[config.mk]
export PLATFORM = sky130hd
export DESIGN_NAME = if_stage
export DESIGN_NICKNAME = d
export VERILOG_FILES = /design/src/rtl/if_stage.sv
export SDC_FILE = /design/constraint.sdc
export NUM_CORES = 1
export LEC_CHECK = 0
export BUFFER_PORTS_ARGS = -buffer_cell sky130_fd_sc_hd__buf_2
export CORE_ASPECT_RATIO = 1.1
export CORE_MARGIN = 2
export CORE_UTILIZATION = 44
export DETAILED_ROUTE_END_ITERATION = 16
export PLACE_DENSITY = 0.87
export SYNTH_ARGS = -nofsm -noshare
export SYNTH_HDL_FRONTEND = slang
export SYNTH_SLANG_ARGS = --single-unit
[constraint.sdc]
create_clock -name i_clk -period 1.8 [get_ports i_clk]
set_clock_uncertainty 0.05 [all_clocks]
set_input_delay 0.36 -clock i_clk [delete_from_list [all_inputs] [get_ports i_clk]]
set_output_delay 0.36 -clock i_clk [all_outputs]
set_load 0.01 [all_outputs]
[src/rtl/if_stage.sv]
// if_stage: instruction fetch stage with PC register, IF/ID pipeline register
// and a BOOT/RUN/HALT controller that stops fetching on an address fault.
module if_stage #(
    parameter logic [31:0] RESET_PC   = 32'h0000_0000,
    parameter int          IMEM_DEPTH = 1024,
    parameter logic [31:0] NOP_INSTR  = 32'h0000_0013
) (
    input  logic        i_clk,
    input  logic        i_rst,
    input  logic        i_stall,
    input  logic        i_flush,
    input  logic        i_redirect,
    input  logic [31:0] i_redirect_pc,
    output logic [31:0] o_imem_addr,
    input  logic [31:0] i_imem_data,
    output logic [31:0] o_if_pc,
    output logic [31:0] o_if_instr,
    output logic        o_if_valid,
    output logic        o_halt
);
    typedef enum logic [1:0] {BOOT, RUN, HALT} state_t;
    localparam logic [31:0] DEPTH = 32'(IMEM_DEPTH);
    state_t      state, state_nx;
    logic [31:0] pc, pc_nx, if_pc_nx, if_instr_nx;
    logic        if_valid_nx, fault, bubble;
    assign o_imem_addr = {2'b00, pc[31:2]};
    assign o_halt      = state == HALT;
    // A taken redirect supersedes the out-of-range check on the current pc.
    assign fault = i_redirect ? (i_redirect_pc[1:0] != 2'b00) : ({2'b00, pc[31:2]} >= DEPTH);
    always_comb begin
        state_nx    = state;
        pc_nx       = pc;
        if_pc_nx    = o_if_pc;
        if_instr_nx = o_if_instr;
        if_valid_nx = o_if_valid;
        bubble      = 1'b0;
        case (state)
            BOOT: state_nx = RUN;
            RUN: begin
                if (fault) begin
                    state_nx = HALT;
                    bubble   = 1'b1;
                end else if (i_redirect) begin
                    pc_nx  = i_redirect_pc;
                    bubble = 1'b1;
                end else if (i_flush) begin
                    pc_nx  = i_stall ? pc : pc + 32'd4;
                    bubble = 1'b1;
                end else if (!i_stall) begin
                    if_pc_nx    = pc;
                    if_instr_nx = i_imem_data;
                    if_valid_nx = 1'b1;
                    pc_nx       = pc + 32'd4;
                end
            end
            default: ;
        endcase
        if (bubble) begin
            if_pc_nx    = 32'd0;
            if_instr_nx = NOP_INSTR;
            if_valid_nx = 1'b0;
        end
    end
    always_ff @(posedge i_clk) begin
        if (i_rst) state <= BOOT;
        else       state <= state_nx;
    end
    always_ff @(posedge i_clk) begin
        if (i_rst) begin
            pc         <= RESET_PC;
            o_if_pc    <= 32'd0;
            o_if_instr <= NOP_INSTR;
            o_if_valid <= 1'b0;
        end else begin
            pc         <= pc_nx;
            o_if_pc    <= if_pc_nx;
            o_if_instr <= if_instr_nx;
            o_if_valid <= if_valid_nx;
        end
    end
endmodule
==> metrics.cfg, run 1 <==
[run_status]
status=complete, but fails checks
violations=setup timing

[placement]
place_ws_ps=-213.5
place.detailed.hpwl_um=8545
place_area_mm2=0.005438
gp_congestion=0.8013
io_buffers=164

[grt]
grt_pass1_wl_um=18060
grt.overflow.total=0
grt_pass1_vias=3780
grt_max_degree=25
grt_antenna_before_repair=1
grtUsageTotal=0.2151

[worst_setup_path]
r2r_start=pc[13]
start_kind=register
critPathMaxFanout=8
rr_worst_depth=8
cp-end-kind=register
criticalPathCategory=reg -> reg
r2r_end=pc[3]
critical_path.startpoint=pc[13]
crit_arrival_ps=2220
crit_top_cell=buf_4
crit_chain=nor4_4, nand4_4, buf_4, o31ai_4, buf_6, buf_4, nor2_1, a211oi_2
r2r_slack_ps=-180
cp_slowest_cell=dfxtp_4
critPathMaxStageDelay_ps=370
crit_required_ps=2030

[clock_network]
cts_tree=yes
cts.htree.levels=3
clock_latency_ps=370
cts.sinks=99
clockRootBuffer=clkbuf_8
numCtsBuffers=9
clkTransAtPathRegs_ps=90
clockBufferDepth=2

[floorplanning]
ios=167
row_count=37
dieArea_mm2=0.01050
initial_core_util=0.4541
core_area_mm2=0.009398
die_h_um=107.3
floorplan.die.width_um=97.91

[power_and_ir_drop]
swShare=0.2782
p_comb_frac=0.183
seqPwrFrac=0.516
p_sw_mw=1.227
p_int_mw=3.183
pwr-share-clk=0.301
power_leakage_nw=2.665
vdd_drop_max_uv=430.9
powerDensity_mw_per_mm2=746.0

[cells_and_area]
final_cell_mix=buf_2 (164), dfxtp_1 (94), buf_4 (65)
final_common_cell=buf_2
final_util=0.6291
drive_gt1_frac=0.4426
final-seq-area_mm2=0.001993
fin_area_mm2=0.005912
multi_input_area_mm2=0.001961
syn2layout_area_growth_pct=38.52
n_fill_cell=791
nNetsFinal=728

[timing]
slew_headroom=0.6353
finalSetupViolCount=91
fin_tns_setup_ps=-10130
rsz0062_at_grt=yes
fin_crit_sh=1.102
worst_slack_ps=-183.3
fin_crit_ps=1983
final-max-slew-violation-count=0
hold_violations=0
tightest_slew_ps=545.0
max_freq_mhz=504.2

[synthesis]
ys_ff_latch=99
yosysSeqAreaShare=0.4644
synth_area_leaders=dfxtp_1 (46%), mux2i_1 (9.9%), buf_4 (5.8%)
synth_top_flop_cell=dfxtp_1
synth_top_cell_area_share=0.4644
synth_cells=453
ys_async_sr_fraction=0
ys_types=51
synth_edf_count=0
syn_area_mm2=0.004268
synth_warnings=0
synth_top_area_cell=dfxtp_1
synth.avg_cell_area_um2=9.421

[route]
dr.pass1.iters=4
wl_per_cell_um=14.99
drtIter0Drc=113
drcViolationCount=0
ant_nets=0
via_per_inst=5.026
wirelength_um=11690
vias=3920

[min_path]
worstHoldPathCells=2
min_path_type=in -> reg
holdPathEnd=o_if_instr[1]
worstHoldStart=i_imem_data[1]

[run]
max_cap_violations=0

[final cells by class]
type / count / share of cell area
diodes: 1 / 0.0004233
clock buffers: 11 / 0.02392
clock inverters: 5 / 0.006349
inverters: 8 / 0.005079
multi-input cells: 292 / 0.3316
flip-flops and latches: 99 / 0.3371
well taps: 117 / 0.02476
repair buffers: 247 / 0.2707
[power by group through the flow]
stage | logic [mW] | clock network [mW] | registers, mW
CTS | 0.796 | 1.36 | 2.27
global placement | 0.673 | 0 | 2.32
finish | 0.809 | 1.33 | 2.27
floorplan | 0.422 | 0 | 2.34
global route | 0.877 | 1.44 | 2.28
detailed placement | 0.698 | 0 | 2.33
[synthesized netlist by cell type, drive strengths merged (3+ instances only)]
cell    number
nor3b        4
a211o        3
nor3         3
o21ai       19
nor2        65
mux2i       42
nand4        4
nand3        9
nor4         5
dfxtp       99
buf         46
a32oi        4
o41ai        4
nand2b       3
a21oi       19
o31ai        3
nand2       40
a211oi       8
and2        24
or3          4
clkbuf       9
inv          8
nor2b        5
[flip-flops by register name, summed over array words and instances (netlist names)]
register and cells:
o_if_instr 32, o_if_pc 32, o_if_valid 1, pc 32, state 2
[how the worst max path moves through the flow]
stage	slack [ps]	endpoint	depth (start not counted)
floorplan	-20	o_if_instr[0]	6
global placement	-110	o_if_instr[4]	7
detailed placement	-210	pc[3]	8
CTS	-220	o_if_pc[5]	8
global route	-290	o_if_instr[8]	8
finish	-180	pc[3]	8
[routing by layer]
| metal | vias up | wire length [µm] | global-route usage |
|---|---|---|---|
| met5 | - | 0 | 0 |
| met4 | 0 | 272 | 0.09425 |
| met3 | 16 | 653 | 0.03896 |
| met2 | 132 | 5733 | 0.3752 |
| met1 | 1827 | 5031 | 0.2592 |
| li1 | 1945 | - | - |
[kinds of logic (layout without fill, tap and decap cells)]
kind of cell             Yosys count  in the layout  synth area share
AND/OR/NAND/NOR                  171            171            0.2090
flip-flops                        99             99            0.4644
AO/OA/AOI/OAI                     75             75            0.1181
buffers and inverters             63            271            0.1032
multiplexers                      42             42           0.09850
adder cells (fa/ha/maj)            2              2          0.005862
other                              1              3         0.0008787
[per-stage QoR]
step	hold slack [ps]	power, mW	instances
5_1_grt	131.0	4.593	780
2_1_floorplan	379.5	2.762	454
3_3_place_gp	387.9	2.997	748
4_1_cts	130.2	4.425	778
6_report	139.4	4.410	780
3_5_place_dp	388.1	3.025	748
[repair_timing]
item                                   in CTS  in global routing
setup endpoints to repair                  90                 92
buffers inserted                            9                  2
hold buffers                                0                  0
gates resized for setup                    32                 11
endpoints found under the hold margin       0                  0
pin swaps                                   7                  9
cloned                                      5                  0
[worst max-delay path, delay by kind of cell, from the launching register on]
family / cells / cell delay (ps)
simple gates: 3 / 530
buf+inv: 3 / 490
compound gates: 2 / 450
flops: 1 / 370
(Power assumes the default switching activity.)
==> run 2: changes to the inputs <==
- CORE_MARGIN: 2 -> 5
==> metrics.cfg, run 2 (synthesis results as in run 1) <==
[placement]
gp_congestion=0.8241  ; +2.8%
place.detailed.hpwl_um=9217  ; +7.9%
place_area_mm2=0.005495  ; +1.1%
place_ws_ps=-216.2  ; -2.737 ps
io_buffers=164  ; unchanged

[route]
ant_nets=0  ; unchanged
via_per_inst=5.121  ; +1.9%
wl_per_cell_um=16.42  ; +9.6%
vias=3984  ; +1.6%
drtIter0Drc=168  ; +49%
dr.pass1.iters=4  ; unchanged
wirelength_um=12770  ; +9.3%
drcViolationCount=0  ; unchanged

[grt]
grt_pass1_vias=4004  ; +5.9%
grt_util_met2=0.3542  ; -0.02108
busiest_layer=met2
grt_antenna_before_repair=0  ; -1
grt.overflow.total=0  ; unchanged
grtUsageTotal=0.2025  ; -0.01256
grt_pass1_wl_um=19710  ; +9.1%
grtUsageMet1=0.2464  ; -0.01286
grt_use_met3=0.04735  ; +0.008386
grt_max_degree=27  ; +8.0%

[worst_setup_path]
crit_chain=nor4_4, nand4_4, nor4_4, buf_6, buf_12, clkbuf_16, mux2i_1, nor2_1
cp_top_family=simple AND/OR/NAND/NOR gates
start_kind=register
cp_slowest_cell=dfxtp_2
crit_required_ps=2010  ; -20 ps
critPathMaxStageDelay_ps=350  ; -20 ps
criticalPathCategory=reg -> reg
path_buf_inv=3  ; unchanged
crit_arrival_ps=2190  ; -30 ps
crit_top_cell=nor4_4
cp-end-kind=register
critPathMaxFanout=7  ; -1

[clock_network]
numCtsBuffers=9  ; unchanged
clkTransAtPathRegs_ps=100  ; about the same
clockRootBuffer=clkbuf_8
clock_latency_ps=360  ; about the same
cts_hold_buf=0  ; unchanged
cts.sinks=99  ; unchanged
cts_tree=yes
clockBufferDepth=2  ; unchanged
cts.htree.levels=3  ; unchanged

[cells_and_area]
fin_area_mm2=0.005986  ; +1.2%
syn2layout_area_growth_pct=40.25
drive_gt1_frac=0.4599  ; +0.01731
reg.largest.list=o_if_instr (32), o_if_pc (32), pc (32)
final_cell_mix=buf_2 (164), dfxtp_1 (89), nor2_1 (63)
antenna_cells=0  ; -1
nNetsFinal=727  ; -0.14%
final_common_cell=buf_2

[timing]
final-max-slew-violation-count=0  ; unchanged
hold_violations=0  ; unchanged
fin_crit_ps=1978  ; -5.628 ps
rsz0062_at_grt=yes
worst_slack_ps=-177.7  ; +5.628 ps
finalSetupViolCount=91  ; unchanged
fin_crit_sh=1.099  ; -0.003127
max_freq_mhz=505.6  ; +0.28%

[power_and_ir_drop]
power_leakage_nw=2.681  ; +0.61%
vdd_drop_max_uv=441.7  ; +2.5%
powerDensity_mw_per_mm2=741.2  ; -0.65%

[floorplanning]
floorplan.die.width_um=103.9  ; +6.1%
core_area_mm2=0.009444  ; +0.49%
row_count=37  ; unchanged
ios=167  ; unchanged
dieArea_mm2=0.01177  ; +12%
initial_core_util=0.4519  ; -0.002226
die_h_um=113.3  ; +5.6%

[run_status]
violations=setup timing
status=complete, but fails checks

[run]
max_cap_violations=0  ; unchanged

[min_path]
min_path_type=in -> reg

==> run 2: changes by cell type in the layout (fill, tap and decap cells not counted), sizes merged <==
cell      delta
inv          +1
clkbuf       +1
clkinv       +1
diode        -1
clkinvlp     -1
buf          -3
==> run 2: path summary, 6_finish.rpt <==
kind / startpoint / to / slack (ps) / cells after the start
worst max-delay path: pc[15] / o_if_instr[17] / -180 / 8
worst min-delay path: i_imem_data[0] / o_if_instr[0] / 150 / 2
worst max register to register: pc[15] / o_if_instr[17] / -180 / 8
worst min register to register: o_if_pc[26] / o_if_pc[26] / 410 / 1
==> run 2: repair_timing <==
item,CTS,global route
resized for setup,18,35
endpoints found under the setup margin,89,91
pin swaps,6,8
cloned,2,3
setup buffers,6,3
==> run 2: area by class of cell <==
type                    count  area (µm²)
clock buffers              10       137.6
clock inverters             6       47.55
fillers                   785        3458
inverters                   8       30.03
multi-input cells         292        1972
flip-flops and latches     99        1999
well taps                 117       146.4
repair buffers            246        1653
==> run 2: power breakdown <==
group | internal [mW] | total [mW] | switching [mW]
logic | 0.406 | 0.825 | 0.418
registers | 2.24 | 2.28 | 0.0388
clock network | 0.553 | 1.33 | 0.780
==> run 2: per-layer routing <==
| metal | wire length (µm) | vias to the layer above |
|---|---|---|
| li1 | - | 1931 |
| met1 | 5350 | 1878 |
| met2 | 6436 | 156 |
| met3 | 732 | 19 |
| met4 | 255 | 0 |
| met5 | 0 | - |
==> run 2: metrics by stage <==
| stage | instances | util | hold slack [ps] | TNS (ps) | total power, mW |
|---|---|---|---|---|---|
| final | 778 | 0.6338 | 149.8 | -8997 | 4.437 |
| after global routing | 778 | 0.6338 | 127.1 | -16550 | 4.649 |
| after CTS | 773 | 0.6178 | 135.5 | -10160 | 4.421 |
| after detailed placement | 749 | 0.5819 | 388.0 | -11310 | 3.051 |
| after global placement | 749 | 0.5819 | 388.2 | -8854 | 3.022 |
| after floorplan | 454 | - | 379.5 | -598.7 | 2.762 |
==> run 2: worst register-to-register path, cell delays in order (launching register included) <==
cell	delay (ps)
dfxtp_2	350
nor4_4	330
nand4_4	150
nor4_4	260
buf_6	180
buf_12	160
clkbuf_16	160
mux2i_1	200
nor2_1	50
==> run 3: changes to the inputs <==
- CELL_PAD_IN_SITES_DETAIL_PLACEMENT: default -> 1
- CELL_PAD_IN_SITES_GLOBAL_PLACEMENT: default -> 2
- CORE_UTILIZATION: 44 -> 25
- PLACE_DENSITY: 0.87 -> 0.86
==> metrics.cfg, run 3 (synthesis results as in run 1) <==
[grt]
grt_pass1_wl_um=23070  ; +17%
grtUsageTotal=0.1471  ; -0.05544
grt_max_degree=28  ; +3.7%
grt_antenna_before_repair=1  ; +1
grt_pass1_vias=4308  ; +7.6%
grt.overflow.total=0  ; unchanged

[route]
ant_nets=0  ; unchanged
wirelength_um=14920  ; +17%
vias=4032  ; +1.2%
drcViolationCount=0  ; unchanged
via_per_inst=4.613  ; -9.9%
dr.pass1.iters=4  ; unchanged
drtIter0Drc=124  ; -26%
wl_per_cell_um=17.07  ; +4.0%

[clock_network]
numCtsBuffers=9  ; unchanged
cts_hold_buf=0  ; unchanged
clockBufferDepth=2  ; unchanged
clock_latency_ps=350  ; about the same
cts.htree.levels=3  ; unchanged
clockRootBuffer=clkbuf_16
clkTransAtPathRegs_ps=70  ; -30 ps
cts.sinks=99  ; unchanged
cts_tree=yes

[worst_setup_path]
cp-end-kind=register
cp.depth=7  ; -1
path_buf_inv=2  ; -1
criticalPathCategory=reg -> reg
critPathMaxStageDelay_ps=340  ; about the same
critPathMaxFanout=12  ; +5
cp_slowest_cell=dfxtp_2
cp_top_family=simple AND/OR/NAND/NOR gates
crit_chain=nor4_4, nand4_4, nor4_4, buf_12, buf_12, mux2i_1, nor2_1
crit_required_ps=2000  ; about the same
rr_worst_depth=7  ; -1
crit_arrival_ps=2150  ; -40 ps
start_kind=register

[cells_and_area]
antenna_cells=0  ; unchanged
syn2layout_area_growth_pct=48.70
final-seq-area_mm2=0.002002  ; +0.13%
final_util=0.3757  ; -0.2581
nNetsFinal=732  ; +0.69%
n_fill_cell=1987  ; +150%
reg.largest.list=o_if_instr (32), o_if_pc (32), pc (32)
final_cell_mix=buf_2 (164), dfxtp_1 (87), buf_4 (66)
multi_input_area_mm2=0.002120  ; +7.5%
drive_gt1_frac=0.5000  ; +0.04009
final_common_cell=buf_2

[timing]
fin_crit_sh=1.087  ; -0.01139
finalSetupViolCount=88  ; -3.3%
fin_crit_ps=1957  ; -20.50 ps
rsz0062_at_grt=yes
worst_slack_ps=-157.2  ; +20.50 ps
hold_violations=0  ; unchanged
final-max-slew-violation-count=0  ; unchanged
max_freq_mhz=510.9  ; +1.0%

[run]
max_cap_violations=0  ; unchanged

[floorplanning]
row_count=50  ; +35%
dieArea_mm2=0.01979  ; +68%
core_area_mm2=0.01689  ; +79%
ios=167  ; unchanged
floorplan.die.width_um=134.6  ; +30%
die_h_um=147.0  ; +30%
initial_core_util=0.2527  ; -0.1992

[placement]
place_ws_ps=-235.5  ; -19.27 ps
io_buffers=164  ; unchanged
place.detailed.hpwl_um=11400  ; +24%
gp_congestion=0.7672  ; -6.9%

[power_and_ir_drop]
power_leakage_nw=2.796  ; +4.3%
powerDensity_mw_per_mm2=821.9  ; +11%
vdd_drop_max_uv=493.8  ; +12%

[run_status]
status=complete, but fails checks
violations=setup timing

[min_path]
worstHoldPathCells=2  ; unchanged
min_path_type=in -> reg

[run 3: changes by cell type in the layout (fill, tap and decap cells not counted), moves of 6 or more]
| cell | before | now |
|---|---|---|
| clkbuf_16 | 2 | 9 |
| buf_6 | 7 | 13 |
| clkbuf_8 | 10 | 0 |
| buf_4 | 60 | 66 |
[run 3: repair_timing]
item,4_1_cts,5_1_grt
cloned,2,0
endpoints found under the hold margin,0,0
endpoints found under the setup margin,84,92
pin swaps,19,13
gates resized for setup,43,41
buffers inserted,10,4
[run 3: area by class of cell]
cell class / instances / share of cell area
multi-input cells: 292 / 0.3340
flip-flops and latches: 99 / 0.3155
inverters: 8 / 0.004732
clock inverters: 7 / 0.01360
repair buffers: 251 / 0.2557
well taps: 208 / 0.04101
clock buffers: 9 / 0.03549
[run 3: per-stage QoR]
| stage | TNS [ps] | power, mW | std cells | cell area [µm²] | hold slack [ps] |
|---|---|---|---|---|---|
| after CTS | -9563 | 5.229 | 871 | 6140 | 144.2 |
| after global placement | -9464 | 3.026 | 843 | 5594 | 388.2 |
| after detailed placement | -13190 | 3.056 | 843 | 5594 | 393.0 |
| final | -8046 | 5.216 | 874 | 6346 | 160.8 |
| after global routing | -16690 | 5.459 | 874 | 6346 | 147.7 |
| after floorplan | -598.7 | 2.762 | 454 | 4322 | 379.5 |
[run 3: power by group]
group          leakage [nW]  internal, mW  switching [mW]
sequential            0.806          2.24          0.0396
combinational          1.84         0.432           0.467
clock                 0.153          1.10           0.935
total                  2.80          3.78            1.44
[run 3: path summary, 6_finish.rpt]
check                       from        endpoint  slack, ps
hold / removal    i_imem_data[0]   o_if_instr[0]        160
setup / recovery          pc[30]  o_if_instr[14]       -160
hold reg to reg      o_if_pc[17]     o_if_pc[17]        410
setup reg to reg          pc[30]  o_if_instr[14]       -160
[run 3: per-layer routing]
metal,global-route usage,share of wire,vias up
li1,-,-,1945
met1,0.1728,0.41,1956
met2,0.2618,0.52,109
met3,0.03014,0.050,20
met4,0.05652,0.018,2
met5,0,0.00047,-
